### src/rtl/multicycle_control_fsm_if.sv
// Control-side bundle between the multi-cycle sequencer, the instruction register,
// the instruction/data memories and the datapath enables.
interface multicycle_control_fsm_if;
  // Inputs to the sequencer
  logic [6:0] Opcode;
  logic       imem_ack;
  logic       dmem_ack;
  // Memory requests
  logic       imem_req;
  logic       MemRead;
  logic       MemWrite;
  // Datapath enables and selects
  logic       IRWrite;
  logic       PCWrite;
  logic       ALUSrc;
  logic [1:0] ALUOp;
  logic       MemtoReg;
  logic       RegWrite;
  // Status
  logic       illegal_instr;
  logic       mem_fault;
  logic [2:0] state;

  // Sequencer side
  modport master (
    input  Opcode, imem_ack, dmem_ack,
    output imem_req, MemRead, MemWrite, IRWrite, PCWrite, ALUSrc, ALUOp,
           MemtoReg, RegWrite, illegal_instr, mem_fault, state
  );

  // Datapath / memory side
  modport slave (
    output Opcode, imem_ack, dmem_ack,
    input  imem_req, MemRead, MemWrite, IRWrite, PCWrite, ALUSrc, ALUOp,
           MemtoReg, RegWrite, illegal_instr, mem_fault, state
  );
endinterface

### src/rtl/multicycle_control_fsm.sv
// Sequencing controller for the multi-cycle RV32I datapath (R-type, I-type ALU, load, store).
// Walks FETCH/DECODE/EXEC/MEM/WB, handshakes with instruction and data memory, and aborts a
// memory request that waits TIMEOUT cycles without an ack.
module multicycle_control_fsm #(
  parameter int unsigned TIMEOUT  = 255,
  parameter int unsigned TO_WIDTH = 8
) (
  input logic                      clk,
  input logic                      rst,
  multicycle_control_fsm_if.master bus
);

  // State encoding is visible on the state output, so it is fixed.
  localparam logic [2:0] FETCH  = 3'd0;
  localparam logic [2:0] DECODE = 3'd1;
  localparam logic [2:0] EXEC   = 3'd2;
  localparam logic [2:0] MEM    = 3'd3;
  localparam logic [2:0] WB     = 3'd4;

  localparam logic [6:0] OP_R  = 7'b0110011;
  localparam logic [6:0] OP_I  = 7'b0010011;
  localparam logic [6:0] OP_LD = 7'b0000011;
  localparam logic [6:0] OP_ST = 7'b0100011;

  localparam logic [1:0] ALUOP_ADD = 2'b00;
  localparam logic [1:0] ALUOP_MEM = 2'b01;
  localparam logic [1:0] ALUOP_R   = 2'b10;

  localparam logic [TO_WIDTH-1:0] WAIT_LAST = TO_WIDTH'(TIMEOUT - 1);

  logic [2:0]          state_q, state_d;
  logic [6:0]          op_q, op_d;
  logic [TO_WIDTH-1:0] wait_cnt_q, wait_cnt_d;

  // Instruction class of the latched opcode
  logic is_r, is_i, is_ld, is_st;
  // Legality of the opcode presented during DECODE
  logic opcode_legal;
  logic timeout_hit;

  // Raw (ungated) outputs
  logic       imem_req_raw;
  logic       mem_read_raw;
  logic       mem_write_raw;
  logic       ir_write_raw;
  logic       alu_src_raw;
  logic [1:0] alu_op_raw;
  logic       mem_to_reg_raw;
  logic       reg_write_raw;
  logic       illegal_raw;
  logic       fault_raw;

  // ALU controls that EXEC drives and WB holds
  logic       exe_alu_src;
  logic [1:0] exe_alu_op;

  assign is_r  = (op_q == OP_R);
  assign is_i  = (op_q == OP_I);
  assign is_ld = (op_q == OP_LD);
  assign is_st = (op_q == OP_ST);

  assign opcode_legal = (bus.Opcode == OP_R)  || (bus.Opcode == OP_I) ||
                        (bus.Opcode == OP_LD) || (bus.Opcode == OP_ST);

  assign timeout_hit = (wait_cnt_q == WAIT_LAST);

  // ALU source/operation selected by instruction class
  always_comb begin
    exe_alu_src = 1'b1;
    exe_alu_op  = ALUOP_MEM;
    if (is_r) begin
      exe_alu_src = 1'b0;
      exe_alu_op  = ALUOP_R;
    end else if (is_i) begin
      exe_alu_src = 1'b1;
      exe_alu_op  = ALUOP_ADD;
    end
  end

  // Next state, opcode latch, wait counter and the handshake-driven pulses
  always_comb begin
    state_d      = state_q;
    op_d         = op_q;
    wait_cnt_d   = '0;
    ir_write_raw = 1'b0;
    illegal_raw  = 1'b0;
    fault_raw    = 1'b0;
    case (state_q)
      FETCH: begin
        // An ack always beats a simultaneous timeout.
        if (bus.imem_ack) begin
          ir_write_raw = 1'b1;
          state_d      = DECODE;
        end else if (timeout_hit) begin
          // Abandon the fetch; re-entering FETCH refetches the same PC.
          fault_raw = 1'b1;
          state_d   = FETCH;
        end else begin
          wait_cnt_d = wait_cnt_q + TO_WIDTH'(1);
        end
      end
      DECODE: begin
        op_d = bus.Opcode;
        if (opcode_legal) begin
          state_d = EXEC;
        end else begin
          illegal_raw = 1'b1;
          state_d     = FETCH;
        end
      end
      EXEC: begin
        if (is_r || is_i) begin
          state_d = WB;
        end else if (is_ld || is_st) begin
          state_d = MEM;
        end else begin
          state_d = FETCH;
        end
      end
      MEM: begin
        if (bus.dmem_ack) begin
          state_d = is_ld ? WB : FETCH;
        end else if (timeout_hit) begin
          fault_raw = 1'b1;
          state_d   = FETCH;
        end else begin
          wait_cnt_d = wait_cnt_q + TO_WIDTH'(1);
        end
      end
      WB: begin
        state_d = FETCH;
      end
      default: begin
        state_d = FETCH;
      end
    endcase
  end

  // Moore decode of state and latched opcode
  always_comb begin
    imem_req_raw   = 1'b0;
    mem_read_raw   = 1'b0;
    mem_write_raw  = 1'b0;
    alu_src_raw    = 1'b0;
    alu_op_raw     = 2'b00;
    mem_to_reg_raw = 1'b0;
    reg_write_raw  = 1'b0;
    case (state_q)
      FETCH: begin
        imem_req_raw = 1'b1;
      end
      EXEC: begin
        alu_src_raw = exe_alu_src;
        alu_op_raw  = exe_alu_op;
      end
      MEM: begin
        alu_src_raw   = 1'b1;
        alu_op_raw    = ALUOP_MEM;
        mem_read_raw  = is_ld;
        mem_write_raw = is_st;
      end
      WB: begin
        alu_src_raw    = exe_alu_src;
        alu_op_raw     = exe_alu_op;
        reg_write_raw  = 1'b1;
        mem_to_reg_raw = is_ld;
      end
      default: begin
      end
    endcase
  end

  // State registers; reset abandons any instruction in flight
  always_ff @(posedge clk or posedge rst) begin
    if (rst) begin
      state_q    <= FETCH;
      op_q       <= '0;
      wait_cnt_q <= '0;
    end else begin
      state_q    <= state_d;
      op_q       <= op_d;
      wait_cnt_q <= wait_cnt_d;
    end
  end

  // Every output is forced low while reset is held, so a request or write
  // enable drops in the same cycle reset rises.
  assign bus.imem_req      = ~rst & imem_req_raw;
  assign bus.IRWrite       = ~rst & ir_write_raw;
  assign bus.PCWrite       = ~rst & ir_write_raw;
  assign bus.ALUSrc        = ~rst & alu_src_raw;
  assign bus.ALUOp         = rst ? 2'b00 : alu_op_raw;
  assign bus.MemRead       = ~rst & mem_read_raw;
  assign bus.MemWrite      = ~rst & mem_write_raw;
  assign bus.MemtoReg      = ~rst & mem_to_reg_raw;
  assign bus.RegWrite      = ~rst & reg_write_raw;
  assign bus.illegal_instr = ~rst & illegal_raw;
  assign bus.mem_fault     = ~rst & fault_raw;
  assign bus.state         = rst ? FETCH : state_q;

endmodule

### src/flat_wrapper.sv
// flat-port wrapper written by rule: the top's interface ports become plain ports
module multicycle_control_fsm_flat 
#(
  parameter int unsigned TIMEOUT  = 255,
  parameter int unsigned TO_WIDTH = 8
)
  (clk, rst, bus_Opcode, bus_imem_ack, bus_dmem_ack, bus_imem_req, bus_MemRead, bus_MemWrite, bus_IRWrite, bus_PCWrite, bus_ALUSrc, bus_ALUOp, bus_MemtoReg, bus_RegWrite, bus_illegal_instr, bus_mem_fault, bus_state);
  multicycle_control_fsm_if bus_i ();
  input logic clk;
  input logic rst;
  input wire logic [$bits(bus_i.Opcode)-1:0] bus_Opcode;
  input wire logic [$bits(bus_i.imem_ack)-1:0] bus_imem_ack;
  input wire logic [$bits(bus_i.dmem_ack)-1:0] bus_dmem_ack;
  output wire logic [$bits(bus_i.imem_req)-1:0] bus_imem_req;
  output wire logic [$bits(bus_i.MemRead)-1:0] bus_MemRead;
  output wire logic [$bits(bus_i.MemWrite)-1:0] bus_MemWrite;
  output wire logic [$bits(bus_i.IRWrite)-1:0] bus_IRWrite;
  output wire logic [$bits(bus_i.PCWrite)-1:0] bus_PCWrite;
  output wire logic [$bits(bus_i.ALUSrc)-1:0] bus_ALUSrc;
  output wire logic [$bits(bus_i.ALUOp)-1:0] bus_ALUOp;
  output wire logic [$bits(bus_i.MemtoReg)-1:0] bus_MemtoReg;
  output wire logic [$bits(bus_i.RegWrite)-1:0] bus_RegWrite;
  output wire logic [$bits(bus_i.illegal_instr)-1:0] bus_illegal_instr;
  output wire logic [$bits(bus_i.mem_fault)-1:0] bus_mem_fault;
  output wire logic [$bits(bus_i.state)-1:0] bus_state;
  assign bus_i.Opcode = bus_Opcode;
  assign bus_i.imem_ack = bus_imem_ack;
  assign bus_i.dmem_ack = bus_dmem_ack;
  assign bus_imem_req = bus_i.imem_req;
  assign bus_MemRead = bus_i.MemRead;
  assign bus_MemWrite = bus_i.MemWrite;
  assign bus_IRWrite = bus_i.IRWrite;
  assign bus_PCWrite = bus_i.PCWrite;
  assign bus_ALUSrc = bus_i.ALUSrc;
  assign bus_ALUOp = bus_i.ALUOp;
  assign bus_MemtoReg = bus_i.MemtoReg;
  assign bus_RegWrite = bus_i.RegWrite;
  assign bus_illegal_instr = bus_i.illegal_instr;
  assign bus_mem_fault = bus_i.mem_fault;
  assign bus_state = bus_i.state;
  multicycle_control_fsm #(.TIMEOUT(TIMEOUT), .TO_WIDTH(TO_WIDTH)) u_core (.clk(clk), .rst(rst), .bus(bus_i));
endmodule
### config.mk
export PLATFORM = sky130hd
export DESIGN_NAME = multicycle_control_fsm_flat
export DESIGN_NICKNAME = d
export VERILOG_FILES = /design/src/rtl/multicycle_control_fsm_if.sv /design/src/rtl/multicycle_control_fsm.sv /design/src/flat_wrapper.sv
export SDC_FILE = /design/constraint.sdc
export NUM_CORES = 1
export LEC_CHECK = 0
export ABC_AREA = 1
export CORE_MARGIN = 2
export CORE_UTILIZATION = 45
export CTS_BUF_LIST = sky130_fd_sc_hd__clkbuf_4 sky130_fd_sc_hd__clkbuf_8 sky130_fd_sc_hd__clkbuf_16
export CTS_CLUSTER_SIZE = 40
export DETAILED_ROUTE_END_ITERATION = 12
export HOLD_SLACK_MARGIN = 0.02
export PLACE_DENSITY = 0.84
export SYNTH_ARGS = -nofsm -noshare
export SYNTH_HDL_FRONTEND = slang
export SYNTH_SLANG_ARGS = --single-unit
### constraint.sdc
create_clock -name clk -period 4.2 [get_ports clk]
set_clock_uncertainty 0.2 [all_clocks]
set_input_delay 0.84 -clock clk [delete_from_list [all_inputs] [get_ports clk]]
set_output_delay 0.84 -clock clk [all_outputs]
set_load 0.01 [all_outputs]
==> results.md, run 1 <==
* Antenna cells at 0
* Row count at 17
* Worst setup path category: in2out
* Die H at 52.7 µm
* Net Sw Frac at 0.278
* FMAX at 0.269 GHz
* Lkg Pwr at 0.000640 µW
* ANT nets after route at 0
* Comb pwr share at 0.173
* Max cap viols at 0
* CTS tree: done
* Synth Net Count at 153
* Mapped Area at 1070 µm²
* Post-synthesis cell type count at 29
* Overflow after GRT at 0
* Multi-input logic area at 529 µm²
* Peak supply drop at 0.190 mV
* CP Capture Type: primary output
* Worst-path fanout max at 10
* Clock Pin Slew Worst Setup and Hold Paths at 0.10 ns
* CTS H-tree lvls at 1
* Slew Viols, Final at 0
* Seq cells post-synth at 18
* Status: finished, final reports clean
* Die X at 52.7 µm
* Max Buffers Root-to-Sink at 2
* Die ar. at 2770 µm²
* Final setup violation count at 0
* Vias at 961
* Switching pwr at 102 µW
* Final Cycle Share at 0.885
* IO buf count at 25
* Design Power at 368 µW
* Area leader, netlist: dfrtp_1
* Layout cells sized above 1 at 0.125
* CP startpoint: rst
* Ys Warns at 0
* Design area at 1380 µm²
* Hold Path Class: reg2reg
* DR iter-0 viols at 17
* DRC at 0
* Int Pwr at 266 µW
* Hold Startpoint: u_core.op_q[1]
* Drt pass-1 iters at 4
* Pin count of the biggest net entering global routing at 14
* Commonest non-fill, non-tap cell in the layout: nand2_1
* Clock power frac at 0.293
* First-pass GRT wire length at 4000 µm
* Gate Count Post-Synth at 140
* Max-slew headroom at 0.712
* Wire per inst at 12.1 µm
* Setup TNS at 0 ns
* Pwr Density at 266 nW/µm²
* Reg2reg start: u_core.state_q[1]
* Min cycle time layout at 3.72 ns
* Root buffer cell: clkbuf_4
* Yosys top cell area share at 0.423
* RePlAce Congestion at 0.905
* GRT Util Overall at 0.193
* CTS Buf Count at 3
* Resized Gates After CTS at 0
* Post-CTS Setup Inserts at 0
* Fillers at 221
* Worst Max-Slew Pin Slew at 0.431 ns
* Initial antenna violation count at 0
* Most frequent cells in the layout: 34 x nand2_1, 25 x clkdlybuf4s50_1, 18 x dfrtp_1
* Sequential share of power at 0.534
* Hold Vio Cnt, Final at 0
* Placed inst area at 1350 µm²
* Unrepaired setup endpoints after global routing: no
* Worst Path Required at 3.16 ns
* Area grow syn2layout at 29.7%
* Mean post-synth cell area at 7.61 µm²
* Initial Utilization at 0.477
* Hold_buf cts at 0
* Total core area at 2230 µm²
* Critical Path Start Type: input pin
* Final nets at 182
* Post-Route WL at 2360 µm
* Total area of sequential cells at 450 µm²
* Via-to-Cell Ratio at 4.90
* Area contributors post-synth: dfrtp_1 42%, nand2_1 12%, nand3_1 6.6%, inv_1 6.0%, nor2_1 5.6%
* Vias in the first global route at 931
* DP Wirelength at 1900 µm
* Ports at 26
* Clock Sinks at 18
* CP arrival at 2.68 ns
* Sequential area share after synthesis at 0.423
* Worst-Skew Late Latency at 0.29 ns
-- layer usage --
layer / track usage / up-vias / share of wire
met1: 0.238 / 438 / 0.44
met2: 0.335 / 16 / 0.52
li1: - / 505 / -
met4: 0.0513 / 0 / 0.0076
met5: 0 / - / 0
met3: 0.0429 / 2 / 0.030
-- Yosys cell counts, drive strengths merged --
master  count
dfrtp      18
buf         2
a21oi       2
nor2       21
inv        19
nand3      15
nor3        7
xor2        2
nand2      38
and3        1
o21bai      1
o21ai       5
ha          2
xnor2       1
nor3b       1
nand4       3
nor4        1
nand3b      1
-- stage by stage --
| step | std cells | hold WS [ns] | setup slack, ns | util |
|---|---|---|---|---|
| after floorplan | 140 | 0.242 | 1.18 | - |
| after global placement | 192 | 0.258 | 0.550 | 0.603 |
| after detailed placement | 192 | 0.265 | 0.490 | 0.603 |
| after CTS | 196 | 0.290 | 0.459 | 0.619 |
| after global routing | 196 | 0.302 | 0.335 | 0.619 |
| final | 196 | 0.289 | 0.483 | 0.619 |
-- cell families (layout without fill, tap and decap cells) --
family	after synthesis	count (layout)	share of synthesized area
xor+xnor	3	3	0.0247
flops	18	18	0.423
fa+ha+maj	2	2	0.0235
compound gates	8	8	0.0434
buf+inv	21	49	0.0810
simple gates	88	88	0.405
-- critical path, stage by stage --
cell and delay [ns]:
clkdlybuf4s50_1 0.56, inv_1 0.35, nand2_1 0.17, nor3_1 0.19, clkdlybuf4s50_1 0.56
-- final timing paths --
kind	to	slack [ns]	depth (start not counted)
hold / removal	u_core.op_q[1]	0.29	2
setup reg to reg	u_core.wait_cnt_q[4]	2.73	5
setup / recovery	bus_MemWrite	0.48	5
hold reg to reg	u_core.op_q[1]	0.29	2
min in group asynchronous	u_core.op_q[4]	0.84	2
max in group asynchronous	u_core.wait_cnt_q[2]	2.46	3
-- flip-flops by register name, indices dropped and copies added (netlist names) --
| signal | count |
|---|---|
| u_core.state_q | 3 |
| u_core.op_q | 7 |
| u_core.wait_cnt_q | 8 |
-- cell type report --
cell class,count,area share
Tap cell,28,0.0253
Clock buffer,4,0.0262
Inverter,19,0.0534
Sequential cell,18,0.326
Timing Repair Buffer,26,0.186
Multi-Input combinational cell,101,0.383
-- power by group through the flow --
stage	registers, µW	clock network, µW	logic (µW)
floorplan	197	0	40.6
global placement	199	0	63.2
detailed placement	199	0	64.6
CTS	196	110	64.8
global route	198	120	72.9
finish	197	108	63.9
Power figures use the tool's default switching activity.
==> run 2, diff against run 1 <==
--- a/config.mk
+++ b/config.mk
@@ -11,7 +11,6 @@
 export CTS_BUF_LIST = sky130_fd_sc_hd__clkbuf_4 sky130_fd_sc_hd__clkbuf_8 sky130_fd_sc_hd__clkbuf_16
 export CTS_CLUSTER_SIZE = 40
 export DETAILED_ROUTE_END_ITERATION = 12
-export HOLD_SLACK_MARGIN = 0.02
 export PLACE_DENSITY = 0.84
 export SYNTH_ARGS = -nofsm -noshare
 export SYNTH_HDL_FRONTEND = slang
==> results of run 2 <==
The final DEF is identical to that of run 1; final timing and power are the same.
==> run 3, diff against run 2 <==
--- a/config.mk
+++ b/config.mk
@@ -12,6 +12,7 @@
 export CTS_CLUSTER_SIZE = 40
 export DETAILED_ROUTE_END_ITERATION = 12
 export PLACE_DENSITY = 0.84
+export SLEW_MARGIN = 30
 export SYNTH_ARGS = -nofsm -noshare
 export SYNTH_HDL_FRONTEND = slang
 export SYNTH_SLANG_ARGS = --single-unit
==> results of run 3 <==
The final DEF is identical to that of run 1; final timing and power are the same.
